## src/rtl/bcd_pkg.sv

```systemverilog
// ---------------------------------------------------------------------------
// bcd_pkg
//   Shared definitions for the BCD counter family (up- and down-counters).
//   Provides the digit width, the digit type and a few BCD constants, plus a
//   clamp helper used when loading user-supplied digits.
// ---------------------------------------------------------------------------
package bcd_pkg;

  localparam int BCD_W = 4;

  typedef logic [BCD_W-1:0] bcd_t;

  localparam bcd_t BCD_ZERO = 4'd0;
  localparam bcd_t BCD_ONE  = 4'd1;
  localparam bcd_t BCD_NINE = 4'd9;

  // Saturate a digit at an upper limit; the inputs may carry any 4-bit code.
  function automatic bcd_t bcd_clamp(input bcd_t digit, input bcd_t limit);
    return (digit > limit) ? limit : digit;
  endfunction

endpackage : bcd_pkg

```

## src/rtl/bcd_digit_down.sv

```systemverilog
// ---------------------------------------------------------------------------
// bcd_digit_down
//   One BCD down-counting digit with parallel load.
//   Per rising edge: reset > load > decrement > hold. Decrementing from 0
//   reloads WRAP. The borrow output is combinational so digits can be
//   chained with no added latency: a digit's borrow drives the next digit's
//   enable.
//
// Ports
//   clk     rising-edge clock
//   rst_n   synchronous active-low reset (q -> 0)
//   en      decrement enable / borrow-in
//   load    parallel load strobe, dominates en
//   din     value to load (already range-checked by the caller)
//   q       registered digit
//   borrow  en & (q == 0): this digit is about to wrap
// ---------------------------------------------------------------------------
module bcd_digit_down
  import bcd_pkg::*;
#(
  parameter bcd_t WRAP = BCD_NINE
) (
  input  logic clk,
  input  logic rst_n,
  input  logic en,
  input  logic load,
  input  bcd_t din,
  output bcd_t q,
  output logic borrow
);

  // NOTE: reset is tested inside the clocked block, so it is synchronous and
  // only acts on a rising clk edge; it is not in the sensitivity list.
  // NOTE: state registers use non-blocking (<=) assignments so every flop in
  // the design samples pre-edge values, independent of block ordering.
  always_ff @(posedge clk) begin
    if (!rst_n) begin
      q <= BCD_ZERO;
    end else if (load) begin
      q <= din;
    end else if (en) begin
      q <= (q == BCD_ZERO) ? WRAP : q - BCD_ONE;
    end
  end

  assign borrow = en & (q == BCD_ZERO);

endmodule : bcd_digit_down

```

## src/rtl/bcd_down_counter.sv

```systemverilog
// ---------------------------------------------------------------------------
// bcd_down_counter
//   Two-digit BCD down-counter for countdown timers in the display path.
//   Count-down companion of the mod-60 up-counter; cascades through a
//   combinational borrow in the same way that counter cascades its carry.
//
//   Parameters
//     MAX_TENS      largest tens digit and tens value after a wrap (0..9)
//     MAX_ONES      largest ones digit when tens == MAX_TENS, and ones value
//                   after a wrap (0..9)
//     STOP_AT_ZERO  1: hold at 00 instead of wrapping to MAX_TENS:MAX_ONES
//
//   Ports
//     C_CLK    clock, all state changes on the rising edge
//     RST      synchronous active-low reset, beats LOAD and C_EN
//     C_EN     count enable / borrow-in from the lower stage
//     LOAD     parallel load strobe, beats C_EN
//     LD_DIN1  tens digit to load (clamped to MAX_TENS)
//     LD_DIN0  ones digit to load (clamped to 9, or MAX_ONES at top tens)
//     D_OUT1   tens digit, registered
//     D_OUT0   ones digit, registered
//     B_out    combinational borrow-out to the next-higher stage
//     Z_out    combinational, 1 when the count is 00
//     DONE     registered one-cycle pulse after counting down onto 00
// ---------------------------------------------------------------------------
module bcd_down_counter
  import bcd_pkg::*;
#(
  parameter int MAX_TENS     = 5,
  parameter int MAX_ONES     = 9,
  parameter bit STOP_AT_ZERO = 1'b0
) (
  input  logic             C_CLK,
  input  logic             RST,
  input  logic             C_EN,
  input  logic             LOAD,
  input  logic [BCD_W-1:0] LD_DIN1,
  input  logic [BCD_W-1:0] LD_DIN0,
  output logic [BCD_W-1:0] D_OUT1,
  output logic [BCD_W-1:0] D_OUT0,
  output logic             B_out,
  output logic             Z_out,
  output logic             DONE
);

  localparam bcd_t MAX_T = bcd_t'(MAX_TENS);
  localparam bcd_t MAX_O = bcd_t'(MAX_ONES);

  // -------------------------------------------------------------------------
  // Load-value clamping
  //   The ones limit is 9 in general; only the top tens value restricts the
  //   ones digit further, so that e.g. MAX 5:9 loads 5:9 but MAX 3:5 turns a
  //   request of 3:A into 3:5 while 2:A still becomes 2:9.
  // -------------------------------------------------------------------------
  bcd_t ld_tens;
  bcd_t ld_ones;
  bcd_t ones_limit;

  // NOTE: every signal driven here gets a value on every path through the
  // block, so no latch is inferred.
  always_comb begin
    ld_tens    = bcd_clamp(LD_DIN1, MAX_T);
    ones_limit = (ld_tens == MAX_T) ? MAX_O : BCD_NINE;
    ld_ones    = bcd_clamp(LD_DIN0, ones_limit);
  end

  // -------------------------------------------------------------------------
  // Digit chain
  //   The ones digit is enabled by C_EN unless a load is pending or we are
  //   parked at 00 in stop mode. Its borrow enables the tens digit, and the
  //   tens borrow therefore fires exactly when the whole counter is at 00
  //   and about to wrap -- which is both B_out and the wrap request.
  //
  //   Wrapping from 00 must land on MAX_TENS:MAX_ONES, but a normal ones
  //   underflow (e.g. 1:0 -> 0:9) must give 9. The digit's own WRAP is used
  //   for the normal case; the 00 wrap is done by loading the maximum, which
  //   takes priority over the decrement inside each digit.
  // -------------------------------------------------------------------------
  logic zero;
  logic stop_hold;
  logic ones_en;
  logic ones_borrow;
  logic tens_borrow;
  logic digit_load;
  bcd_t tens_din;
  bcd_t ones_din;
  bcd_t tens_q;
  bcd_t ones_q;

  assign zero       = (tens_q == BCD_ZERO) && (ones_q == BCD_ZERO);
  assign stop_hold  = zero & STOP_AT_ZERO;
  assign ones_en    = C_EN & ~LOAD & ~stop_hold;

  assign digit_load = LOAD | tens_borrow;
  assign tens_din   = LOAD ? ld_tens : MAX_T;
  assign ones_din   = LOAD ? ld_ones : MAX_O;

  bcd_digit_down #(
    .WRAP (BCD_NINE)
  ) u_ones (
    .clk    (C_CLK),
    .rst_n  (RST),
    .en     (ones_en),
    .load   (digit_load),
    .din    (ones_din),
    .q      (ones_q),
    .borrow (ones_borrow)
  );

  bcd_digit_down #(
    .WRAP (MAX_T)
  ) u_tens (
    .clk    (C_CLK),
    .rst_n  (RST),
    .en     (ones_borrow),
    .load   (digit_load),
    .din    (tens_din),
    .q      (tens_q),
    .borrow (tens_borrow)
  );

  assign D_OUT1 = tens_q;
  assign D_OUT0 = ones_q;
  assign Z_out  = zero;
  assign B_out  = tens_borrow;

  // -------------------------------------------------------------------------
  // DONE: set only by the 01 -> 00 count step. Loads (even of 00), holds,
  // wraps and the stop-mode hold at 00 all clear it, so it is a single pulse.
  // -------------------------------------------------------------------------
  logic at_one;

  assign at_one = (tens_q == BCD_ZERO) && (ones_q == BCD_ONE);

  always_ff @(posedge C_CLK) begin
    if (!RST) begin
      DONE <= 1'b0;
    end else begin
      DONE <= C_EN & ~LOAD & at_one;
    end
  end

endmodule : bcd_down_counter

```

## config.mk

```make
export PLATFORM = sky130hd
export DESIGN_NAME = bcd_down_counter
export DESIGN_NICKNAME = d
export VERILOG_FILES = /design/src/rtl/bcd_pkg.sv /design/src/rtl/bcd_digit_down.sv /design/src/rtl/bcd_down_counter.sv
export SDC_FILE = /design/constraint.sdc
export NUM_CORES = 1
export LEC_CHECK = 0
export CAP_MARGIN = 20
export CORE_MARGIN = 5
export CORE_UTILIZATION = 39
export DETAILED_ROUTE_END_ITERATION = 10
export GPL_TIMING_DRIVEN = 0
export PLACE_DENSITY = 0.75
export SYNTH_ARGS = -nofsm -noshare
export SYNTH_HDL_FRONTEND = slang
export SYNTH_SLANG_ARGS = --single-unit
```

## constraint.sdc

```tcl
create_clock -name C_CLK -period 1.5 [get_ports C_CLK]
set_clock_uncertainty 0.05 [all_clocks]
set_input_delay 0.225 -clock C_CLK [delete_from_list [all_inputs] [get_ports C_CLK]]
set_output_delay 0.225 -clock C_CLK [all_outputs]
set_load 0.03 [all_outputs]
```

# Word-level counts from Yosys, hierarchy flattened
# Index checks and enable logic that the tools add are counted.
[word_totals]
reg_bits = 9
latch_bits = 0
mem_bits_rw = 0
romBits = 0
input_bits = 12
out_inout_bits = 11
elab_cells = 30
n_memories = 0
[classes]
add_sub_neg = 2
multipliers = 0
div = 0
n_lt_le_gt_ge = 2
n_eq_ne = 1
shift = 0
muxes = 10
n_bitwise = 6
reduce_logical = 6
[ops]
columns = ["cell", "n"]
rows = [
  ["two-way mux 4 bit", 10],
  ["zero test 4 bit", 2],
  ["subtractor 4 x 1 -> 4 bit (second input constant)", 2],
  ["AND 1 bit", 4],
  ["equality test 4 x 1 -> 1 bit (second input constant)", 1],
  ["> comparator 4 x 3 -> 1 bit (second input constant)", 1],
  ["> comparator 4 bit (second input constant)", 1],
  ["nonzero test 2 bit", 2],
  ["logical AND 1 bit", 2],
  ["inverter 1 bit", 1],
  ["bitwise OR 1 bit", 1],
]

# Longest topological paths before layout
# Gate-level depths: netlist (run 1).
[depth]
ltp_word = 6
ltp_mapped = 5

# Modules after synthesis
# A second synthesis (run 1) with hierarchy kept.
[unflattened]
hier_cells = 67
area_unflattened_um2 = 549.3
[by_module_without_submodules]
columns = ["module", "n_inst", "cells_each", "area_each_um2"]
rows = [
  ["bcd_digit_down (u_ones)", 1, 23, 210.2],
  ["bcd_digit_down (u_tens)", 1, 22, 191.4],
  ["bcd_down_counter", 1, 22, 147.6],
]

# Worst setup path before layout (run 1)
# OpenSTA, ideal clock, no wires.
[synth_path]
path_kind = "flip-flop to output port"
start = "reg u_tens.q[0]"
end = "out Z_out"
arrival_ns = 1.694
t_required_ns = 1.225
setup_slack_ns = -0.469
path_stages_with_launch = 5
path_buffers = 0
path_cell_list = "dfxtp_1 -> or3_1 -> nor2_1 -> nand2_1 -> nor3_1"
[synth_between]
elab_chain_cells = 2
[synth_rtl]
columns = ["item", "line", "source"]
rows = [
  ["start, declared", "bcd_digit_down.sv:28", "output bcd_t q,"],
  ["start signal, assigned", "bcd_digit_down.sv:40", "q <= din;"],
  ["start signal, assigned", "bcd_digit_down.sv:42", "q <= (q == BCD_ZERO) ? WRAP : q - BCD_ONE;"],
  ["zero test 4 bit", "bcd_down_counter.sv:90", "assign zero = (tens_q == BCD_ZERO) && (ones_q == BCD_ZERO);"],
  ["logical AND 1 bit", "bcd_down_counter.sv:90", ""],
  ["end, declared", "bcd_down_counter.sv:42", "output logic Z_out,"],
]
# No other way between the ends.

# Worst setup path in the final report (run 1)
# Ends and elaborated chain as after synthesis.

==> results.cfg, run 1 <==
[sta]
fin_crit_ns = 1.731
worstMarginPinSlew_ns = 0.3181
slew_violations = 0
final.setup.worst_slack_ns = -0.2312
setup-tns-final_ns = -0.4167
rsz0062_at_grt = true
fmax_mhz = 577.6
fin_crit_sh_pct = 115.4
maxSlewHeadroom_pct = 78.50
hold_viol = 0
final-setup-viol-count = 2

[synth]
syn_area_per_cell_um2 = 8.886
netlist_area_um2 = 524.3
syn_inst = 59
synth_cell_types = 33
synth_edf_count = 0
async_reset_ff_share_pct = 0
synth-seq-cells = 9
synth_warnings = 0
synth_area_leaders = dfxtp_1 34%, o21ai_0 5.7%, xnor2_1 5.0%
ys_seq_area_share_pct = 34.37
yosys.area.top_type = dfxtp_1
synth_top_area_share_pct = 34.37
ys.flop_type = dfxtp_1
syn_nets = 71

[global_routing]
grt_pass1_vias = 464
antenna_found_initial = 0
gr-usage-met2_pct = 21.15
grt_start_max_net_pins = 11
grt-busiest-layer = met2
grt_use_met3_pct = 2.344
grt_overflow = 0
grt_use_met1_pct = 17.36
grt_pass1_wl_mm = 2.070
track_usage_pct = 13.88

[route]
wire_per_inst_um = 13.12
ant_nets = 0
dr.pass1.iters = 4
drc = 0
drtIter0Drc = 12
routed_via_density = 5.485
dr_total_vias = 554
routed_wl_mm = 1.325

[finish]
layout_common_cells = 9 x dlygate4sd2_1, 8 x clkdlybuf4s50_1, 6 x buf_4, 6 x o21ai_0, 4 x dfxtp_1
nets = 99
final_common_cell = dlygate4sd2_1
area_growth_pct = 58.71
fillerInstances = 119
post-route-util_pct = 64.75
antenna_cells = 0
layout.cells.non_filler = 101
drive_gt1_share_pct = 31.40

[setup_path]
start_kind = register
required_ns = 1.22
crit_fanout = 3
end_kind = output port
critPathKind = reg2out
cp.arrival_ns = 1.46

[cts]
clkSlewWorstSetupHoldPaths_ns = 0.06
cts.sinks = 9
cts_made_buffers = 3
clockRootBuffer = clkbuf_4
cts_max_level = 1
clock_path_buffers = 2
worstSkewPairLatency_ns = 0.26
cts_tree = done
cts_hold_buf = 0

[pwr]
pwr-share-clk_pct = 27.7
p_sw_share_pct = 32.99
power_density_nw_per_um2 = 839.0
combPwrFrac_pct = 31.9
internal_power_mw = 0.4678
leakage_nw = 0.3637
ir_drop_uv = 443.7
seq_power_share_pct = 40.4
power_mw = 0.6981
netSwitchingPower_mw = 0.2303

[placement]
pre_cts_slack_ns = -0.8246
dp.cells = 94
hpwlAfterDp_um = 974.8
gp_congestion = 0.7175
portBuffers = 20

[floorplanning]
start_util_pct = 40.80
core-area_um2 = 1285
design.die.area_um2 = 2178
die_x_um = 46.67
die_h_um = 46.67
rows = 13
boundaryPins = 23

[flow_run]
cap_violations = 0

[run_status]
violations = negative setup slack
status = finished with violations

[hold_path]
hold_path_class = in2reg
## per-layer routing
layer  vias up  part of all wire (%)
li1        279                     -
met1       248                    44
met2        23                    47
met3         4                   6.0
met4         0                   2.3
met5         -                     0
## metrics by stage
step                hold slack [ns]  cell area (um^2)
floorplan                    0.3386             554.3
global placement             0.4450             773.2
detailed placement           0.4490             773.2
CTS                          0.1955             829.5
global route                 0.1938             832.0
finish                       0.1987             832.0
## state kept, by name, summed over array words and instances, names as in the netlist
| name | cells |
|---|---|
| DONE | 1 |
| u_ones.q | 4 |
| u_tens.q | 4 |
## path summary, 6_finish.rpt
kind | startpoint | end | slack (ns) | cells after the start
worst max-delay path | u_tens.q[0] | Z_out | -0.23 | 5
worst min-delay path | RST | u_ones.q[0] | 0.20 | 2
worst max register to register | u_tens.q[0] | u_tens.q[2] | 0.18 | 4
worst min register to register | u_tens.q[1] | u_tens.q[1] | 0.46 | 2
## cells in the mapped netlist, types with 2 or more instances
cell,instances
o21ai_0,6
inv_1,2
a21oi_1,2
nor2_1,4
buf_4,2
xnor2_1,3
nand2_1,3
dfxtp_1,9
nor3_1,2
o311a_1,2
o22ai_1,2
## worst max-delay path, stage by stage, from the launching register on
cell	delay, ns
dfxtp_4	0.35
or3_4	0.39
nor2_2	0.10
nand2_2	0.08
nor3_4	0.13
buf_6	0.15
## cell families after synthesis
family | after synthesis | synth area share [%]
DFF | 9 | 34.37
and+or+nand+nor | 20 | 25.54
buffers and inverters | 5 | 5.011
xor gates and xnor gates | 3 | 5.013
AOI/OAI and AO/OA | 22 | 30.08
## layout make-up
type | count | area (um^2) | share of cell area [%]
inverter | 3 | 11.26 | 1.353
multi-input combinational | 45 | 356.6 | 42.86
buffer | 2 | 15.01 | 1.805
sequential | 9 | 191.4 | 23.01
tap | 15 | 18.77 | 2.256
clock buffer | 4 | 26.28 | 3.158
timing repair buffer | 23 | 212.7 | 25.56
## power groups by stage
| stage | clock network, mW | logic, mW | registers (mW) |
|---|---|---|---|
| floorplan | 0 | 0.100 | 0.313 |
| global placement | 0 | 0.209 | 0.286 |
| CTS | 0.198 | 0.223 | 0.282 |
| finish | 0.193 | 0.223 | 0.282 |
| detailed placement | 0 | 0.212 | 0.286 |
| global route | 0.206 | 0.239 | 0.285 |
## repair_timing
action,in CTS,in global routing
endpoints found under the setup margin,11,3
pin swaps,3,0
setup buffers,3,0
gates resized for setup,29,1
hold endpoints to repair,0,0
Power figures use the tool's default switching activity.
==> run 2, diff against run 1 <==
- CTS_CLUSTER_SIZE: unset -> 10
- TNS_END_PERCENT: unset -> 5
==> results.cfg, run 2 (synthesis results as in run 1) <==
[setup_path]
cp.arrival_ns = 1.49
cpPeakStageDelay_ns = 0.42
slowest_stage = or3_4
crit_fanout = 4
crit_chain = or3_4 > nor2_4 > nand2_2 > nor3_4 > buf_6
required_ns = 1.22
start_kind = register
critPathKind = reg2out
end_kind = output port

[finish]
fillerInstances = 124
design_area_um2 = 808.3
area_growth_pct = 54.18
ff_latch_area_um2 = 191.4
multiInputGateArea_um2 = 356.6
drive_gt1_share_pct = 27.71
antenna_cells = 0
layout_common_cells = 8 x dlygate4sd2_1, 8 x clkdlybuf4s50_1, 6 x o21ai_0, 4 x dfxtp_1
nets = 96
reg_top3 = u_ones.q (4), u_tens.q (4), DONE (1)
post-route-util_pct = 62.90

[sta]
fin_crit_sh_pct = 117.4
fin_crit_ns = 1.761
final-setup-viol-count = 2
rsz0062_at_grt = true
hold_viol = 0
slew_violations = 0
maxSlewHeadroom_pct = 78.73
worstMarginPinSlew_ns = 0.3146
fmax_mhz = 567.8
final.setup.worst_slack_ns = -0.2610

[cts]
cts_max_level = 1
cts_tree = done
cts_made_buffers = 3
cts_hold_buf = 0
clockRootBuffer = clkbuf_4
clkSlewWorstSetupHoldPaths_ns = 0.07
cts.sinks = 9
clock_path_buffers = 2
worstSkewPairLatency_ns = 0.26
post-cts-setup-buffer-count = 0

[route]
routed_via_density = 5.531
ant_nets = 0
dr.pass1.iters = 4
wire_per_inst_um = 13.14
dr_total_vias = 542
drc = 0
routed_wl_mm = 1.288
drtIter0Drc = 7

[global_routing]
grt_pass1_vias = 450
grt_start_max_net_pins = 11
grt_overflow = 0
grt_pass1_wl_mm = 2.007
track_usage_pct = 13.41
antenna_found_initial = 0

[floorplanning]
die_x_um = 46.67
die_h_um = 46.67
boundaryPins = 23
core-area_um2 = 1285
rows = 13
design.die.area_um2 = 2178
start_util_pct = 40.80

[pwr]
ir_drop_uv = 442.1
power_density_nw_per_um2 = 850.4
leakage_nw = 0.3475

[placement]
gp_congestion = 0.7175
portBuffers = 20
hpwlAfterDp_um = 974.8
place_area_um2 = 773.2

[run_status]
violations = negative setup slack
status = finished with violations

[hold_path]
hold_path_class = in2reg

[flow_run]
cap_violations = 0
-- run 2: changes by cell type in the layout (fill, tap and decap cells not counted), sizes merged --
cell	change
buf	-3
dlygate4sd2	-1
clkdlybuf4s15	+1
-- run 2: repair_timing --
action,4_1_cts,5_1_grt
endpoints found under the setup margin,11,5
pin swaps,1,0
gates resized for setup,24,6
gates cloned,0,0
-- run 2: metal layers --
| layer | wire length [um] | up-vias | global-route usage [%] |
|---|---|---|---|
| li1 | - | 275 | - |
| met1 | 579 | 242 | 17.36 |
| met2 | 591 | 21 | 19.51 |
| met3 | 85 | 4 | 2.344 |
| met4 | 31 | 0 | 9.945 |
| met5 | 0 | - | 0 |
-- run 2: worst paths after layout --
kind	startpoint	end	slack, ns	depth (start not counted)
worst max register to register	u_ones.q[2]	u_tens.q[2]	0.24	4
worst min-delay path	RST	u_ones.q[0]	0.20	2
worst min register to register	u_tens.q[1]	u_tens.q[1]	0.46	2
worst max-delay path	u_tens.q[2]	Z_out	-0.26	5
-- run 2: critical path: cells and delay by family (launching register included) --
family,cells,cell delay (ns)
and+or+nand+nor,4,0.71
buffers and inverters,1,0.15
DFF,1,0.36
-- run 2: final cells by class --
type / count / share of cell area (%)
inverters: 3 / 1.393
repair buffers: 20 / 23.37
plain buffers: 2 / 1.858
clock buffers: 4 / 3.251
flip-flops and latches: 9 / 23.68
well taps: 15 / 2.322
multi-input cells: 45 / 44.12
-- run 2: power by group --
part           internal (mW)  switching (mW)
Combinational         0.0987           0.109
Clock                  0.103          0.0923
Sequential             0.257          0.0272
Total                  0.458           0.229
-- run 2: metrics by stage --
| step | hold WS [ns] | instances | TNS, ns | total power, mW | worst slack, ns |
|---|---|---|---|---|---|
| 2_1_floorplan | 0.3386 | 59 | -0.1374 | 0.4135 | -0.07083 |
| 3_3_place_gp | 0.4450 | 94 | -1.952 | 0.4949 | -0.8048 |
| 3_5_place_dp | 0.4490 | 94 | -2.104 | 0.4979 | -0.8246 |
| 4_1_cts | 0.2015 | 98 | -0.6339 | 0.6840 | -0.2695 |
| 5_1_grt | 0.1938 | 98 | -0.5199 | 0.7173 | -0.3057 |
| 6_report | 0.2003 | 98 | -0.3904 | 0.6873 | -0.2610 |
==> run 3, diff against run 2 <==
- CTS_CLUSTER_SIZE: 10 -> 12
==> results of run 3 <==
No change in the layout: final DEF, timing and power equal those of run 2.
